## src/rtl/uart_rx_top.sv

```systemverilog
// UART receiver: oversampled start detection, 3-sample majority bit decisions,
// LSB-first deserialisation with optional parity and stop-bit checking.
module uart_rx_top #(
    parameter int FRAME_WIDTH    = 8,
    parameter int PRESCALE_WIDTH = 6
) (
    input  logic                      clk,
    input  logic                      reset,
    input  logic                      RX_IN,
    input  logic [PRESCALE_WIDTH-1:0] prescale,
    input  logic                      par_en,
    input  logic                      PAR_TYP,
    output logic [FRAME_WIDTH-1:0]    P_DATA,
    output logic                      data_valid,
    output logic                      par_err,
    output logic                      stp_err,
    output logic                      rx_busy
);
    localparam int BCW = (FRAME_WIDTH > 1) ? $clog2(FRAME_WIDTH) : 1;

    typedef enum logic [2:0] {
        IDLE   = 3'd0,
        START  = 3'd1,
        DATA   = 3'd2,
        PARITY = 3'd3,
        STOP   = 3'd4
    } state_e;

    state_e                    state_q, state_d;
    logic [PRESCALE_WIDTH-1:0] edge_q, edge_d;
    logic [BCW-1:0]            bit_q, bit_d;
    logic [FRAME_WIDTH-1:0]    shift_q, shift_d;
    logic [2:0]                smp_q, smp_d;
    logic                      par_en_q, par_en_d;
    logic                      par_typ_q, par_typ_d;
    logic                      par_flag_q, par_flag_d;
    logic [FRAME_WIDTH-1:0]    pdata_q, pdata_d;
    logic                      dv_q, dv_d;
    logic                      perr_q, perr_d;
    logic                      serr_q, serr_d;
    logic                      busy_q, busy_d;

    logic [PRESCALE_WIDTH-1:0] half_s;
    logic                      last_edge_s;
    logic                      bit_s;

    function automatic logic majority3(input logic [2:0] s);
        return (s[0] & s[1]) | (s[0] & s[2]) | (s[1] & s[2]);
    endfunction

    function automatic logic frame_parity(input logic [FRAME_WIDTH-1:0] d, input logic odd);
        return (^d) ^ odd;
    endfunction

    assign half_s      = prescale >> 1;
    assign last_edge_s = (edge_q == (prescale - PRESCALE_WIDTH'(1)));
    assign bit_s       = majority3(smp_q);

    // Next-state logic: edge counter, majority sampler, frame FSM and strobes.
    always_comb begin
        state_d    = state_q;
        edge_d     = edge_q;
        bit_d      = bit_q;
        shift_d    = shift_q;
        smp_d      = smp_q;
        par_en_d   = par_en_q;
        par_typ_d  = par_typ_q;
        par_flag_d = par_flag_q;
        pdata_d    = pdata_q;
        dv_d       = 1'b0;
        perr_d     = 1'b0;
        serr_d     = 1'b0;

        // Three samples straddle mid-bit; the vote is stable from half+2 onward.
        if (state_q != IDLE) begin
            edge_d = last_edge_s ? {PRESCALE_WIDTH{1'b0}} : (edge_q + PRESCALE_WIDTH'(1));
            if (edge_q == (half_s - PRESCALE_WIDTH'(1))) begin
                smp_d[0] = RX_IN;
            end else if (edge_q == half_s) begin
                smp_d[1] = RX_IN;
            end else if (edge_q == (half_s + PRESCALE_WIDTH'(1))) begin
                smp_d[2] = RX_IN;
            end else begin
                smp_d = smp_q;
            end
        end else begin
            edge_d = {PRESCALE_WIDTH{1'b0}};
        end

        case (state_q)
            IDLE: begin
                if (!RX_IN) begin
                    state_d    = START;
                    edge_d     = PRESCALE_WIDTH'(1);
                    par_en_d   = par_en;
                    par_typ_d  = PAR_TYP;
                    par_flag_d = 1'b0;
                end else begin
                    state_d = IDLE;
                end
            end
            START: begin
                if (last_edge_s) begin
                    if (bit_s) begin
                        state_d = IDLE;
                    end else begin
                        state_d = DATA;
                        bit_d   = {BCW{1'b0}};
                    end
                end else begin
                    state_d = START;
                end
            end
            DATA: begin
                if (last_edge_s) begin
                    shift_d                = shift_q >> 1;
                    shift_d[FRAME_WIDTH-1] = bit_s;
                    bit_d                  = bit_q + BCW'(1);
                    if (bit_q == BCW'(FRAME_WIDTH - 1)) begin
                        state_d = par_en_q ? PARITY : STOP;
                    end else begin
                        state_d = DATA;
                    end
                end else begin
                    state_d = DATA;
                end
            end
            PARITY: begin
                if (last_edge_s) begin
                    par_flag_d = bit_s ^ frame_parity(shift_q, par_typ_q);
                    state_d    = STOP;
                end else begin
                    state_d = PARITY;
                end
            end
            STOP: begin
                if (last_edge_s) begin
                    serr_d  = ~bit_s;
                    perr_d  = par_flag_q;
                    dv_d    = bit_s & ~par_flag_q;
                    state_d = IDLE;
                    if (bit_s & ~par_flag_q) begin
                        pdata_d = shift_q;
                    end else begin
                        pdata_d = pdata_q;
                    end
                end else begin
                    state_d = STOP;
                end
            end
            default: begin
                state_d = IDLE;
            end
        endcase

        busy_d = (state_d != IDLE);
    end

    // State and output registers with synchronous reset.
    always_ff @(posedge clk) begin
        if (reset) begin
            state_q    <= IDLE;
            edge_q     <= {PRESCALE_WIDTH{1'b0}};
            bit_q      <= {BCW{1'b0}};
            shift_q    <= {FRAME_WIDTH{1'b0}};
            smp_q      <= 3'b000;
            par_en_q   <= 1'b0;
            par_typ_q  <= 1'b0;
            par_flag_q <= 1'b0;
            pdata_q    <= {FRAME_WIDTH{1'b0}};
            dv_q       <= 1'b0;
            perr_q     <= 1'b0;
            serr_q     <= 1'b0;
            busy_q     <= 1'b0;
        end else begin
            state_q    <= state_d;
            edge_q     <= edge_d;
            bit_q      <= bit_d;
            shift_q    <= shift_d;
            smp_q      <= smp_d;
            par_en_q   <= par_en_d;
            par_typ_q  <= par_typ_d;
            par_flag_q <= par_flag_d;
            pdata_q    <= pdata_d;
            dv_q       <= dv_d;
            perr_q     <= perr_d;
            serr_q     <= serr_d;
            busy_q     <= busy_d;
        end
    end

    assign P_DATA     = pdata_q;
    assign data_valid = dv_q;
    assign par_err    = perr_q;
    assign stp_err    = serr_q;
    assign rx_busy    = busy_q;

endmodule

```

## config.mk

```make
export PLATFORM = sky130hd
export DESIGN_NAME = uart_rx_top
export DESIGN_NICKNAME = d
export VERILOG_FILES = /design/src/rtl/uart_rx_top.sv
export SDC_FILE = /design/constraint.sdc
export NUM_CORES = 1
export LEC_CHECK = 0
export CAP_MARGIN = 20
export CORE_MARGIN = 2
export CORE_UTILIZATION = 60
export DETAILED_ROUTE_END_ITERATION = 10
export GPL_TIMING_DRIVEN = 1
export PLACE_DENSITY_LB_ADDON = 0.05
export SYNTH_ARGS = -nofsm -noshare
export SYNTH_HDL_FRONTEND = slang
export SYNTH_SLANG_ARGS = --single-unit
```

## constraint.sdc

```tcl
create_clock -name clk -period 4.1 [get_ports clk]
set_input_delay 0.41 -clock clk [delete_from_list [all_inputs] [get_ports clk]]
set_output_delay 0.41 -clock clk [all_outputs]
set_load 0.01 [all_outputs]
```

-- Word level (Yosys, flattened, before mapping)
Index checks and enable logic that the tools add are counted.
Widths: inputs -> output; s select.
- add/sub/neg operators: 5
- eq/ne operators: 14
- multiplexer cells: 20
- bitwise gates (word level): 15
- reductions and logical operators: 15
- operator list (kind ; count):
    $mux 3 ; 9
    $mux 6 ; 4
    $eq 6x6->1 ; 3
    $pmux 3 s5 ; 1
    $ne 2x2->1 const B ; 5
    $reduce_and 3->1 ; 3
    $reduce_and 4->1 ; 2
    $reduce_xor 8->1 ; 1
    $not 1->1 ; 7
    $add 5x1->6 const B ; 1
    $add 6x1->6 const B ; 1
    $eq 3x2->1 const B ; 2
    $eq 3x3->1 const B ; 2
    $eq 6x5->1 ; 1
    $pmux 3 s2 ; 1
    $reduce_and 2->1 ; 3
    $reduce_bool 3->1 ; 2
    $sub 5x1->6 const B ; 1
    $sub 6x1->6 const B ; 1
    $and 1x1->1 ; 4
    $reduce_bool 2->1 ; 2
    $add 3x1->3 const B ; 1
    $eq 3x1->1 const B ; 1
    $logic_not 3->1 ; 1
    6 further kinds ; 10
- bits in registers: 38
- input bits: 11
- output and inout port bits: 12
- word-level logic and storage cells: 84

-- Longest topological paths before layout
Gate-level depths: netlist of the first run.
- word-level depth: 7
- depth in mapped cells: 10
- depth with buffers taken out: 8

-- Least setup slack after synthesis of the first run
Ideal clock, no wire load.
- kind: input to register
- start: in prescale[1]
- end: reg pdata_q[7] (netlist: P_DATA[7])
- setup time: 0.128 ns
- arrival: 2.299 ns
- required time: 3.972 ns
- path slack: 1.674 ns
- stages: 9
- path buffers: 2
- cell sequence: clkbuf_1 > inv_1 > ha_1 > buf_2 > a31o_2 > a2111oi_4 > nand4_2 > mux2i_1 > nor2_1
- word-level cells in the longest chain between the ends: 3
- ends and longest elaborated chain (element ; line ; source):
    start, declared ; 10 ; input logic [PRESCALE_WIDTH-1:0] prescale,
    $sub 6x1->6 ; 56 ; assign last_edge_s = (edge_q == (prescale - PRESCALE_WIDTH'(1)));
    $eq 6x6->1 ; 56 ;
    $reduce_and 3->1 (no line) ; -- ;
    end signal, assigned ; 170 ; pdata_q <= {FRAME_WIDTH{1'b0}};
    end signal, assigned ; 184 ; pdata_q <= pdata_d;
    end, declared ; 37 ; logic [FRAME_WIDTH-1:0] pdata_q, pdata_d;
No other way between the ends.
A chain may end at the register's enable or synchronous reset.

-- Worst setup path in the final report of the first run
- start: in prescale[1]
- end: reg bit_q[0]
- word-level cells in the longest chain between the ends: 4
- elaborated cells on any way between the ends: 5
- those cells by class: 1 x add/sub; 3 x eq/ne; 1 x reduce/logical
- ends and longest elaborated chain (element ; line ; source):
    $sub 6x1->6 (*) ; 56 ;
    $eq 6x6->1 (*) ; 56 ;
    $ne 2x2->1 (no line) ; -- ;
    $reduce_and 4->1 (no line) (*) ; -- ;
    end signal, assigned ; 164 ; bit_q <= {BCW{1'b0}};
    end signal, assigned ; 178 ; bit_q <= bit_d;
    end, declared ; 31 ; logic [BCW-1:0] bit_q, bit_d;
Every way passes the cells marked *; elsewhere a longest branch is shown, timed or not.

==> impl_metrics.py, run 1 <==
metrics = {
    "floorplanning": {
        "rows": 21,
        "initial_utilization": 0.6364,
        "core_area_um2": 3390,
        "dieArea_um2": 4091,
        "dieWidth_um": 63.96,
        "io-pin-count": 23,
        "die_y_um": 63.96,
    },
    "routing": {
        "drt_pre_antenna_iters": 4,
        "drc": 0,
        "wl_per_cell_um": 13.36,
        "routed_via_density": 5.502,
        "vias": 1678,
        "routed_wl_mm": 4.076,
        "drt_iter0_markers": 133,
        "final_antenna_net_count": 0,
    },
    "sta": {
        "slew_violations": 0,
        "hold_violations": 0,
        "setup_viol": 0,
        "fin_crit_ns": 2.839,
        "rsz0062_at_grt": "false",
        "timing.fmax_ghz": 0.3522,
        "tns_ns": 0,
        "finalCritPeriodShare": 0.6925,
        "tightest_slew_ns": 0.6763,
        "clock_skew_ns": 0.01172,
        "setup_slack_ns": 1.261,
        "slew_headroom": 0.5457,
    },
    "power_and_ir_drop": {
        "leakage_nw": 1.014,
        "vdd_drop_max_v": 0.0001999,
        "power.density_nw_per_um2": 294.7,
        "power.total_mw": 0.7131,
    },
    "cells_and_area": {
        "area.growth.synth_to_final_pct": 12.18,
        "drive_above_1_share": 0.06950,
        "fin_cells": 305,
        "diodes": 0,
        "final_net_count": 276,
        "fillers": 274,
    },
    "run": {
        "max_cap_violations": 0,
    },
    "global_routing": {
        "grt_usage": 0.2159,
        "grt-ovfl-total": 0,
        "met1_usage": 0.3085,
        "antenna_found_initial": 0,
        "grt_max_degree": 30,
        "met2_usage": 0.3125,
        "grt_pass1_wl_mm": 6.810,
        "grt_pass1_vias": 1525,
        "gr-usage-met3": 0.04754,
        "busiest_layer": "met2",
    },
    "placed_design": {
        "dp_hpwl_mm": 2.942,
        "io_buffers": 22,
        "place.gp.congestion": 0.8858,
        "dp.cells": 297,
        "place_ws_ns": 0.8685,
    },
    "worst_setup_path": {
        "start_kind": "input pin",
        "critPathKind": "input pin to register",
        "worstPathMaxFanout": 9,
        "required_ns": 4.39,
        "endpoint_kind": "register",
        "critPathArrivalTime_ns": 3.13,
    },
    "clock_network": {
        "cts_resized": 0,
        "insertion_delay_ns": 0.35,
        "cts_max_level": 2,
        "cts.sinks": 38,
        "cts_tree": "done",
        "clock-root-buffer": "clkbuf_4",
        "post-cts-setup-buffer-count": 0,
        "cts_buffers": 5,
        "clkSlewWorstSetupHoldPaths_ns": 0.12,
        "clockBufferDepth": 2,
        "hold_buffers": 0,
    },
    "worst_hold_path": {
        "min_path_type": "register to register",
    },
    "synth": {
        "synth_top_area_cell": "dfxtp_1",
        "synth.cell_area_um2": 2157,
        "syn-num-nets": 263,
        "netlist_instances": 245,
        "synth_top_area_share": 0.3527,
        "synth-edff-count": 0,
        "synth_top_flop_cell": "dfxtp_1",
        "ys_types": 48,
        "yosysWarnings": 0,
        "yosysSeqAreaShare": 0.3527,
        "synth_async_sr_flop_share": 0,
        "synth_area_leaders": "dfxtp_1 35%, mux2i_1 8.8%, xnor2_1 6.1%, xor2_1 5.7%, nor2_1 5.4%",
        "synth_area_per_cell_um2": 8.804,
        "synth.ff_latch_count": 38,
    },
    "status": {
        "status": "finished, final reports clean",
    },
}
[synth_stat cells, types with 2 or more instances]
cell type / n
a21oi_1: 11
a311o_1: 2
a31o_2: 2
a31oi_1: 2
and3_1: 2
buf_2: 6
buf_4: 3
buf_6: 2
clkbuf_1: 6
dfxtp_1: 38
ha_1: 7
inv_1: 9
mux2i_1: 19
nand2_1: 19
nand2b_1: 2
nand3_1: 7
nand4_2: 2
nor2_1: 31
nor2b_1: 3
nor3_1: 5
nor3b_1: 2
nor4_1: 4
o21ai_0: 4
or2_0: 3
or3_1: 4
xnor2_1: 15
xor2_1: 14
[critical path, cell delays in order]
cell             delay (ns)
clkdlybuf4s50_1        0.62
inv_1                  0.13
ha_1                   0.31
a31o_2                 0.25
a2111oi_4              0.44
nand3_1                0.48
or2_0                  0.35
a21oi_1                0.13
[cells by family (layout without fill, tap and decap cells)]
group / count (synthesis) / count (layout) / synth area share
and+or+nand+nor: 93 / 93 / 0.2187
xor gates and xnor gates: 30 / 30 / 0.1253
DFF: 38 / 38 / 0.3527
adders and majority gates: 8 / 8 / 0.04524
muxes: 19 / 19 / 0.08817
AOI/OAI and AO/OA: 31 / 31 / 0.1091
buffers and inverters: 26 / 40 / 0.06090
[per-stage QoR]
stage               cell area, µm²  hold WS (ns)    util
finish                        2420        0.4659  0.7139
global route                  2420        0.5013  0.7139
CTS                           2420        0.4677  0.7139
detailed placement            2345        0.4516  0.6918
global placement              2345        0.4478  0.6918
floorplan                     2157        0.4356       -
[layout by cell type, fill, tap and decap left out, drive strengths merged, types with 4 or more instances in the layout]
| cell | count |
|---|---|
| a21oi | 11 |
| clkbuf | 7 |
| clkdlybuf4s50 | 22 |
| dfxtp | 38 |
| ha | 7 |
| inv | 9 |
| mux2i | 19 |
| nand2 | 20 |
| nand3 | 7 |
| nor2 | 32 |
| nor3 | 5 |
| nor4 | 4 |
| o21ai | 5 |
| or3 | 4 |
| xnor2 | 15 |
| xor2 | 15 |
[layout make-up]
| cell class | count | area [µm²] | share of cell area |
|---|---|---|---|
| multi-input combinational | 181 | 1265 | 0.5227 |
| sequential | 38 | 760.7 | 0.3144 |
| timing repair buffer | 23 | 227.7 | 0.09411 |
| tap | 46 | 57.56 | 0.02378 |
| clock buffer | 7 | 45.04 | 0.01861 |
| inverter | 9 | 33.78 | 0.01396 |
| clock inverter | 1 | 30.03 | 0.01241 |
[state kept, by name, indices dropped and copies added, names as in the netlist]
register,flops
P_DATA,8
bit_q,3
data_valid,1
edge_q,6
par_en_q,1
par_err,1
par_flag_q,1
par_typ_q,1
rx_busy,1
shift_q,8
smp_q,3
state_q,3
stp_err,1
[power breakdown]
part / leakage (nW) / internal (mW) / switching, mW
sequential: 0.307 / 0.373 / 0.00675
clock: 0.0395 / 0.129 / 0.124
combinational: 0.667 / 0.0344 / 0.0449
total: 1.01 / 0.537 / 0.176
[routing by layer]
layer | share of wire | vias up
met4 | 0.016 | 0
met5 | 0 | -
met1 | 0.50 | 763
met2 | 0.43 | 44
met3 | 0.046 | 8
li1 | - | 863
[path summary, 6_finish.rpt]
kind | cells after the start | slack [ns] | endpoint | start
hold reg to reg | 2 | 0.47 | bit_q[1]$_SDFFE_PP0P_ | bit_q[1]$_SDFFE_PP0P_
hold / removal | 2 | 0.47 | bit_q[1]$_SDFFE_PP0P_ | bit_q[1]$_SDFFE_PP0P_
setup reg to reg | 6 | 1.69 | bit_q[0]$_SDFFE_PP0P_ | edge_q[5]$_SDFF_PP0_
setup / recovery | 8 | 1.26 | bit_q[0]$_SDFFE_PP0P_ | prescale[1]
No activity file was read; power rests on OpenSTA's default activity.
==> inputs of run 2 (changes only) <==
- CORE_UTILIZATION: 60 -> 51
- clock period: 4.1 -> 2.4 ns (I/O delays scaled with it)
==> run 2 against run 1 <==
Final cell count up 6.2%. Total power up 89%. Die area grew 16%. Largest power group unchanged. Global-route usage decreased by 3.1 points. Clock power grew 120%.
==> impl_metrics.py, run 2 (synthesized netlist as in run 1, its figures left out) <==
metrics = {
    "sta": {
        "slew_violations": 0,
        "tightest_slew_ns": 0.6500,
        "slew_headroom": 0.5633,
        "clock_skew_ns": 0.006630,
        "setup_slack_ns": 0.2058,
        "fin_crit_ns": 2.194,
        "finalCritPeriodShare": 0.9143,
        "timing.fmax_ghz": 0.4557,
        "rsz0062_at_grt": "false",
        "setup_viol": 0,
        "hold_violations": 0,
    },
    "worst_setup_path": {
        "critPathKind": "input pin to register",
        "required_ns": 2.57,
        "worstPathMaxFanout": 8,
        "start_kind": "input pin",
        "critPathArrivalTime_ns": 2.37,
        "endpoint_kind": "register",
    },
    "cells_and_area": {
        "final_common_cell": "dfxtp_1",
        "area.growth.synth_to_final_pct": 20.30,
        "final_net_count": 292,
        "drive_above_1_share": 0.1277,
        "diodes": 0,
        "fin_cells": 324,
        "layout_common_cells": "38 x dfxtp_1, 31 x nor2_1, 22 x clkdlybuf4s50_1, 19 x nand2_1, 19 x mux2i_1",
        "finish.utilization": 0.6441,
        "fillers": 368,
    },
    "routing": {
        "wl_per_cell_um": 13.12,
        "routed_via_density": 5.404,
        "drt_pre_antenna_iters": 4,
        "drc": 0,
        "final_antenna_net_count": 0,
        "drt_iter0_markers": 132,
        "routed_wl_mm": 4.251,
        "vias": 1751,
    },
    "clock_network": {
        "post-cts-setup-buffer-count": 0,
        "cts.sinks": 38,
        "insertion_delay_ns": 0.29,
        "cts_tree": "done",
        "clkSlewWorstSetupHoldPaths_ns": 0.07,
        "hold_buffers": 0,
        "clockBufferDepth": 2,
        "cts_max_level": 2,
        "clock-root-buffer": "clkbuf_8",
        "cts_resized": 0,
        "cts_buffers": 5,
    },
    "placed_design": {
        "io_buffers": 22,
        "dp.cells": 317,
        "dp_hpwl_mm": 3.170,
        "place_ws_ns": -0.1118,
        "place.gp.congestion": 0.7738,
    },
    "power_and_ir_drop": {
        "power.density_nw_per_um2": 519.7,
        "vdd_drop_max_v": 0.0004642,
        "leakage_nw": 1.115,
    },
    "floorplanning": {
        "dieWidth_um": 69.04,
        "dieArea_um2": 4766,
        "rows": 23,
        "die_y_um": 69.04,
        "io-pin-count": 23,
        "core_area_um2": 4029,
        "initial_utilization": 0.5354,
    },
    "global_routing": {
        "grt-ovfl-total": 0,
        "grt_max_degree": 28,
        "antenna_found_initial": 0,
        "grt_pass1_vias": 1606,
        "grt_usage": 0.1846,
        "grt_pass1_wl_mm": 7.258,
    },
    "run": {
        "max_cap_violations": 0,
    },
    "status": {
        "status": "finished, final reports clean",
    },
    "worst_hold_path": {
        "min_path_type": "register to register",
    },
}
[run 2: cell count changes in the layout (fill, tap and decap cells not counted), sizes merged]
cell	delta
buf	+16
clkbuf	-1
[run 2: critical path, cell delays in order]
cell and delay [ns]:
clkdlybuf4s50_1 0.49, inv_1 0.08, ha_1 0.20, nand2_1 0.12, nand4_2 0.13, a2111oi_4 0.37, buf_4 0.19, nand3_1 0.10
buf_4 0.21, mux2i_1 0.17, nor2_1 0.06
[run 2: where the power goes]
part,internal [mW],switching (mW),leakage (nW)
sequential,0.638,0.0115,0.307
clock,0.332,0.214,0.0573
combinational,0.0725,0.0800,0.751
total,1.04,0.306,1.12
[run 2: stage by stage]
stage	TNS (ns)	instance area, µm²	power (mW)	hold slack [ns]
2_1_floorplan	0	2157	0.7605	0.3502
3_3_place_gp	-0.7510	2482	0.8152	0.4531
3_5_place_dp	-1.525	2482	0.8157	0.4537
4_1_cts	0	2595	1.363	0.4642
5_1_grt	0	2595	1.403	0.4824
6_report	0	2595	1.349	0.4578
[run 2: area by class of cell]
| class | count | area, µm² | area share |
|---|---|---|---|
| timing repair buffer | 39 | 360.3 | 0.1389 |
| clock buffer | 6 | 82.58 | 0.03182 |
| inverter | 9 | 33.78 | 0.01302 |
| multi-input combinational | 181 | 1265 | 0.4875 |
| tap | 50 | 62.56 | 0.02411 |
| clock inverter | 1 | 30.03 | 0.01157 |
| sequential | 38 | 760.7 | 0.2932 |
[run 2: worst paths after layout]
kind	start	to	slack [ns]	cells after the start
max	prescale[1]	shift_q[6]$_SDFFE_PP0P_	0.21	11
min reg2reg	bit_q[1]$_SDFFE_PP0P_	bit_q[1]$_SDFFE_PP0P_	0.46	2
max reg2reg	edge_q[3]$_SDFF_PP0_	shift_q[6]$_SDFFE_PP0P_	0.40	8
min	bit_q[1]$_SDFFE_PP0P_	bit_q[1]$_SDFFE_PP0P_	0.46	2
[run 2: metal layers]
layer / track usage / routed length [µm] / vias to the layer above
met5: 0 / 0 / -
met4: 0.06972 / 62 / 0
met3: 0.03655 / 200 / 5
met2: 0.2746 / 1824 / 38
met1: 0.2637 / 2163 / 817
li1: - / - / 891
